<file path="src/rtl/sfq_rx_pkg.sv">
// sfq_rx_pkg: shared state encoding and default parameters for the SFQ toggle receiver
package sfq_rx_pkg;
  typedef enum logic [1:0] {IDLE = 2'd0, WAIT = 2'd1, HOLD = 2'd2} state_t;
  localparam int SYNC_STAGES_D = 2;
  localparam int CNT_W_D = 16;
  localparam int DLY_W_D = 8;
  localparam int TIMEOUT_D = 255;
endpackage

</file>
<file path="src/rtl/sfq_toggle_sync.sv">
// sfq_toggle_sync: synchronise a toggle-encoded pulse line and flag each level change for one cycle
module sfq_toggle_sync
  import sfq_rx_pkg::*;
#(
  parameter int SYNC_STAGES = SYNC_STAGES_D
) (
  input  logic clk,
  input  logic rst,
  input  logic pulse_in,
  output logic pulse_evt
);
  logic [SYNC_STAGES-1:0] sync;
  logic prev;
  // flop chain into the clock domain, then remember the last synchronised level
  always_ff @(posedge clk or posedge rst)
    if (rst) begin
      sync <= '0;
      prev <= 1'b0;
    end else begin
      sync <= {sync[SYNC_STAGES-2:0], pulse_in};
      prev <= sync[SYNC_STAGES-1];
    end
  assign pulse_evt = sync[SYNC_STAGES-1] ^ prev;
endmodule

</file>
<file path="src/rtl/sfq_toggle_rx.sv">
// sfq_toggle_rx: count SFQ toggle pulses and measure arm-to-arrival delay with valid/ready output
module sfq_toggle_rx
  import sfq_rx_pkg::*;
#(
  parameter int SYNC_STAGES = SYNC_STAGES_D,
  parameter int CNT_W = CNT_W_D,
  parameter int DLY_W = DLY_W_D,
  parameter int TIMEOUT = TIMEOUT_D
) (
  input  logic             clk,
  input  logic             rst,
  input  logic             pulse_in,
  input  logic             arm,
  input  logic             clr_err,
  output logic             m_valid,
  input  logic             m_ready,
  output logic [DLY_W-1:0] m_delay,
  output logic             m_timeout,
  output logic [CNT_W-1:0] pulse_count,
  output logic             spurious,
  output logic             busy
);
  state_t state, state_nx;
  logic [DLY_W-1:0] cnt, cnt_inc;
  logic evt, expire;
  sfq_toggle_sync #(.SYNC_STAGES(SYNC_STAGES)) u_sync (
    .clk(clk),
    .rst(rst),
    .pulse_in(pulse_in),
    .pulse_evt(evt)
  );
  assign cnt_inc = cnt + 1'b1;
  assign expire = cnt_inc == DLY_W'(TIMEOUT);
  assign m_valid = state == HOLD;
  assign busy = state != IDLE;
  // next state: arrival wins over timeout on the last waiting edge
  always_comb begin
    state_nx = IDLE;
    unique case (state)
      IDLE: state_nx = arm ? WAIT : IDLE;
      WAIT: state_nx = (evt || expire) ? HOLD : WAIT;
      HOLD: state_nx = m_ready ? IDLE : HOLD;
      default: state_nx = IDLE;
    endcase
  end
  // state register
  always_ff @(posedge clk or posedge rst)
    if (rst) state <= IDLE;
    else state <= state_nx;
  // cycle counter, captured result, pulse counter and sticky spurious flag
  always_ff @(posedge clk or posedge rst)
    if (rst) begin
      cnt <= '0;
      m_delay <= '0;
      m_timeout <= 1'b0;
      pulse_count <= '0;
      spurious <= 1'b0;
    end else begin
      pulse_count <= pulse_count + CNT_W'(evt);
      spurious <= (evt && state != WAIT) || (spurious && !clr_err);
      if (state == IDLE && arm) cnt <= '0;
      if (state == WAIT) cnt <= cnt_inc;
      if (state == WAIT && (evt || expire)) begin
        m_delay <= cnt_inc;
        m_timeout <= !evt;
      end
    end
endmodule

</file>
<file path="config.mk">
export PLATFORM = sky130hd
export DESIGN_NAME = sfq_toggle_rx
export DESIGN_NICKNAME = d
export VERILOG_FILES = /design/src/rtl/sfq_rx_pkg.sv /design/src/rtl/sfq_toggle_sync.sv /design/src/rtl/sfq_toggle_rx.sv
export SDC_FILE = /design/constraint.sdc
export NUM_CORES = 1
export LEC_CHECK = 0
export ABC_AREA = 1
export ABC_CLOCK_PERIOD_IN_PS = 2700
export CAP_MARGIN = 0
export CORE_MARGIN = 10
export CORE_UTILIZATION = 32
export CTS_CLUSTER_SIZE = 25
export DETAILED_ROUTE_END_ITERATION = 16
export GPL_TIMING_DRIVEN = 0
export PLACE_DENSITY_LB_ADDON = 0.1
export SLEW_MARGIN = 10
export SYNTH_ARGS = -nofsm -noshare
export SYNTH_HDL_FRONTEND = slang
export SYNTH_SLANG_ARGS = --single-unit
</file>
<file path="constraint.sdc">
create_clock -name clk -period 2.7 [get_ports clk]
set_clock_uncertainty 0.15 [all_clocks]
set_input_delay 0.54 -clock clk [delete_from_list [all_inputs] [get_ports clk]]
set_output_delay 0.54 -clock clk [all_outputs]
set_load 0.02 [all_outputs]
</file>
==> metrics.md <==
| Metric | Value |
|---|---|
| Die area | 8880 µm² |
| Total track usage | 9.12% |
| Hold buffers post-CTS | 0 |
| Critical Path AT | 2.18 ns |
| CTS root buffer | clkbuf_8 |
| Grt total ovfl | 0 |
| Hold path startpoint | u_sync.sync[0]$_DFF_PP0_ |
| Worst-Skew Late Latency | 0.28 ns |
| Synth unique cells | 21 |
| Max-slew violation count | 0 |
| Routed Antenna Nets | 0 |
| Final period util | 79.8% |
| Tot Pwr | 2.08 mW |
| Nets@finish | 241 |
| Worst r2r src | u_sync.sync[1]$_DFF_PP0_ |
| Yosys reg bits | 39 |
| Synthesis warning total | 0 |
| Drt wl/cell | 12.4 µm |
| RSZ-0062 raised after global routing | no |
| First-pass GRT wire length | 6.48 mm |
| Final Hold Vio Count | 0 |
| CTS tree | built |
| Leakage power | 1.07 nW |
| Final setup viols | 0 |
| Comb power frac | 40.4% |
| WL met2 | 1.53 mm |
| Final setup TNS | 0 ns |
| Flop pwr share | 40.9% |
| Fin cells | 301 |
| Detailed-route DRC error count | 0 |
| Initial antenna violation count | 0 |
| Layout cell share with drive strength beyond 1 | 9.96% |
| Max frequency | 464 MHz |
| Area Growth Syn to Fin | 29.8% |
| Pre-Repair DR Iteration Count | 3 |
| CTS Buf Count | 5 |
| Drt total wl | 3.72 mm |
| Syn Std Cell Area | 1760 µm² |
| Critical Path Fanout Max | 4 |
| Wl on met1 | 1.78 mm |
| FF-to-FF End | pulse_count[12]$_DFF_PP0_ |
| Die W | 94.2 µm |
| Min-delay worst type | flip-flop to flip-flop |
| Clk pwr share | 18.7% |
| Commonest non-fill, non-tap cell in the layout | nand2_1 |
| Worst EP required | 2.72 ns |
| Placeable Area | 5240 µm² |
| Crit end category | flip-flop |
| Worst reg-to-reg setup slack | 0.54 ns |
| Post-CTS Setup Inserts | 0 |
| Antenna diodes | 0 |
| Sequential share of the synthesized area | 55.4% |
| Die H | 94.2 µm |
| Slew at the pin with the worst max-slew slack | 0.428 ns |
| Io pins | 34 |
| Clk sink count | 39 |
| Commonest cells after routing, fill and taps aside | 46 x nand2_1, 39 x dfrtp_1, 33 x clkdlybuf4s50_1, 23 x inv_1, 20 x nand3_1 |
| HPWL after DPL | 2.79 mm |
| Syn Nets | 200 |
| Post-Syn Instances | 190 |
| Worst Hold Depth | 0 |
| Metal3 WL | 349 µm |
| VDD IR max | 0.540 mV |
| Vias in the first global route | 1,365 |
| Initial Util | 33.7% |
| Synth Area per Inst | 9.28 µm² |
| Reg clk slew, reported paths | 0.07 ns |
| Switching power | 799 µW |
| Maximum number of pins on one net before global-route repair | 36 |
| Std cell rows | 26 |
| Int Pwr | 1.29 mW |
| Tmin final | 2.16 ns |
| WHS Endpoint | u_sync.sync[1]$_DFF_PP0_ |
| Outcome | finished, final reports clean |
| Post-CTS resize count | 0 |
| Post-DR vias/cell | 4.33 |
| Htree depth | 2 |
| DR top layer | met4 |
| Switch share | 38.3% |
| Routability cong. | 0.735 |
| Setup CP Type | flip-flop to flip-flop |
| Placed insts | 294 |
| Initial DRC Count | 44 |
| Slew Limit Headroom | 71.5% |
| Vias | 1,302 |
| Clock Path Buffers | 2 |
| PortBufs | 33 |
| Max-capacitance violation count | 0 |
| R2R cell count | 10 |
| Pwr per Cell Area | 911 nW/µm² |
| Startpoint types | flip-flop |
## cell type report
cell class | instances | area (µm²)
fillers | 530 | 2950
well taps | 70 | 87.6
repair buffers | 34 | 350
flip-flops and latches | 39 | 976
multi-input cells | 123 | 673
clock inverters | 1 | 5.00
plain buffers | 3 | 20.0
clock buffers | 6 | 82.6
inverters | 25 | 93.8
## power by group through the flow
| stage | Clock [mW] | Sequential, mW | Combinational (mW) |
|---|---|---|---|
| after global routing | 0.435 | 0.880 | 0.945 |
| after CTS | 0.407 | 0.855 | 0.864 |
| after global placement | 0 | 0.864 | 0.850 |
| after detailed placement | 0 | 0.863 | 0.859 |
| after floorplan | 0 | 0.987 | 0.341 |
| final | 0.390 | 0.852 | 0.841 |
## worst max-delay path, stage by stage, from the launching register on
cell and delay [ns]:
dfrtp_1 0.39, xnor2_1 0.20, inv_1 0.09, ha_1 0.18, ha_1 0.20, nand3_1 0.12, nor2_1 0.11, nand2_1 0.12
nor3_2 0.21, nand3_1 0.12, xor2_1 0.15
## sequential cells by signal (all words and copies together) (netlist names)
| name | flops |
|---|---|
| cnt | 8 |
| u_sync.sync | 2 |
| pulse_count | 16 |
| spurious | 1 |
| m_timeout | 1 |
| u_sync.prev | 1 |
| m_delay | 8 |
| state | 2 |
## routing by layer
| layer | up-vias | global-route usage, % |
|---|---|---|
| li1 | 678 | - |
| met1 | 586 | 11.6 |
| met2 | 30 | 12.6 |
| met3 | 8 | 4.64 |
| met4 | 0 | 3.80 |
| met5 | - | 0 |
## cell usage after synthesis
cell type | n | area (µm²)
inv_2 | 1 | 3.75
nor2_1 | 12 | 45.0
buf_2 | 1 | 5.00
o21ai_0 | 5 | 25.0
o21ai_1 | 2 | 10.0
inv_1 | 24 | 90.1
o22ai_1 | 6 | 37.5
buf_6 | 1 | 11.3
nor3_4 | 1 | 16.3
nor3_2 | 1 | 10.0
nand4_1 | 1 | 6.26
dfrtp_1 | 39 | 976
nor2_2 | 3 | 18.8
nand2_1 | 46 | 173
nand2_2 | 5 | 31.3
nand3_2 | 1 | 10.0
xor2_1 | 10 | 87.6
nand3_1 | 20 | 100
xnor2_1 | 6 | 52.6
clkbuf_1 | 1 | 3.75
ha_1 | 4 | 50.1
## through the flow
step	hold WS [ns]	area, µm²	setup WS (ns)	util, %
final	0.202	2290	0.544	43.7
after global routing	0.222	2290	0.248	43.7
after floorplan	0.181	1760	0.733	-
after detailed placement	0.190	2200	0.516	42.0
after CTS	0.207	2290	0.494	43.7
after global placement	0.184	2180	0.181	41.6
## how the worst max path moves through the flow
| stage | startpoint | end | slack (ns) | depth (start not counted) |
|---|---|---|---|---|
| global route | u_sync.sync[1]$_DFF_PP0_ | pulse_count[14]$_DFF_PP0_ | 0.25 | 10 |
| finish | u_sync.sync[1]$_DFF_PP0_ | pulse_count[12]$_DFF_PP0_ | 0.54 | 10 |
| CTS | u_sync.sync[1]$_DFF_PP0_ | pulse_count[12]$_DFF_PP0_ | 0.49 | 10 |
| detailed placement | u_sync.sync[1]$_DFF_PP0_ | pulse_count[12]$_DFF_PP0_ | 0.52 | 10 |
| global placement | rst | pulse_count[14]$_DFF_PP0_ | 0.18 | 2 |
| floorplan | u_sync.sync[1]$_DFF_PP0_ | pulse_count[12]$_DFF_PP0_ | 0.73 | 10 |
## kinds of logic (layout without fill, tap and decap cells)
family | after synthesis | in the layout | synth area share [%]
flops | 39 | 39 | 55.4
buf+inv | 28 | 69 | 6.46
compound gates | 13 | 13 | 4.12
simple gates | 90 | 90 | 23.3
xor+xnor | 16 | 16 | 7.95
fa+ha+maj | 4 | 4 | 2.84
(Power assumes the default switching activity.)
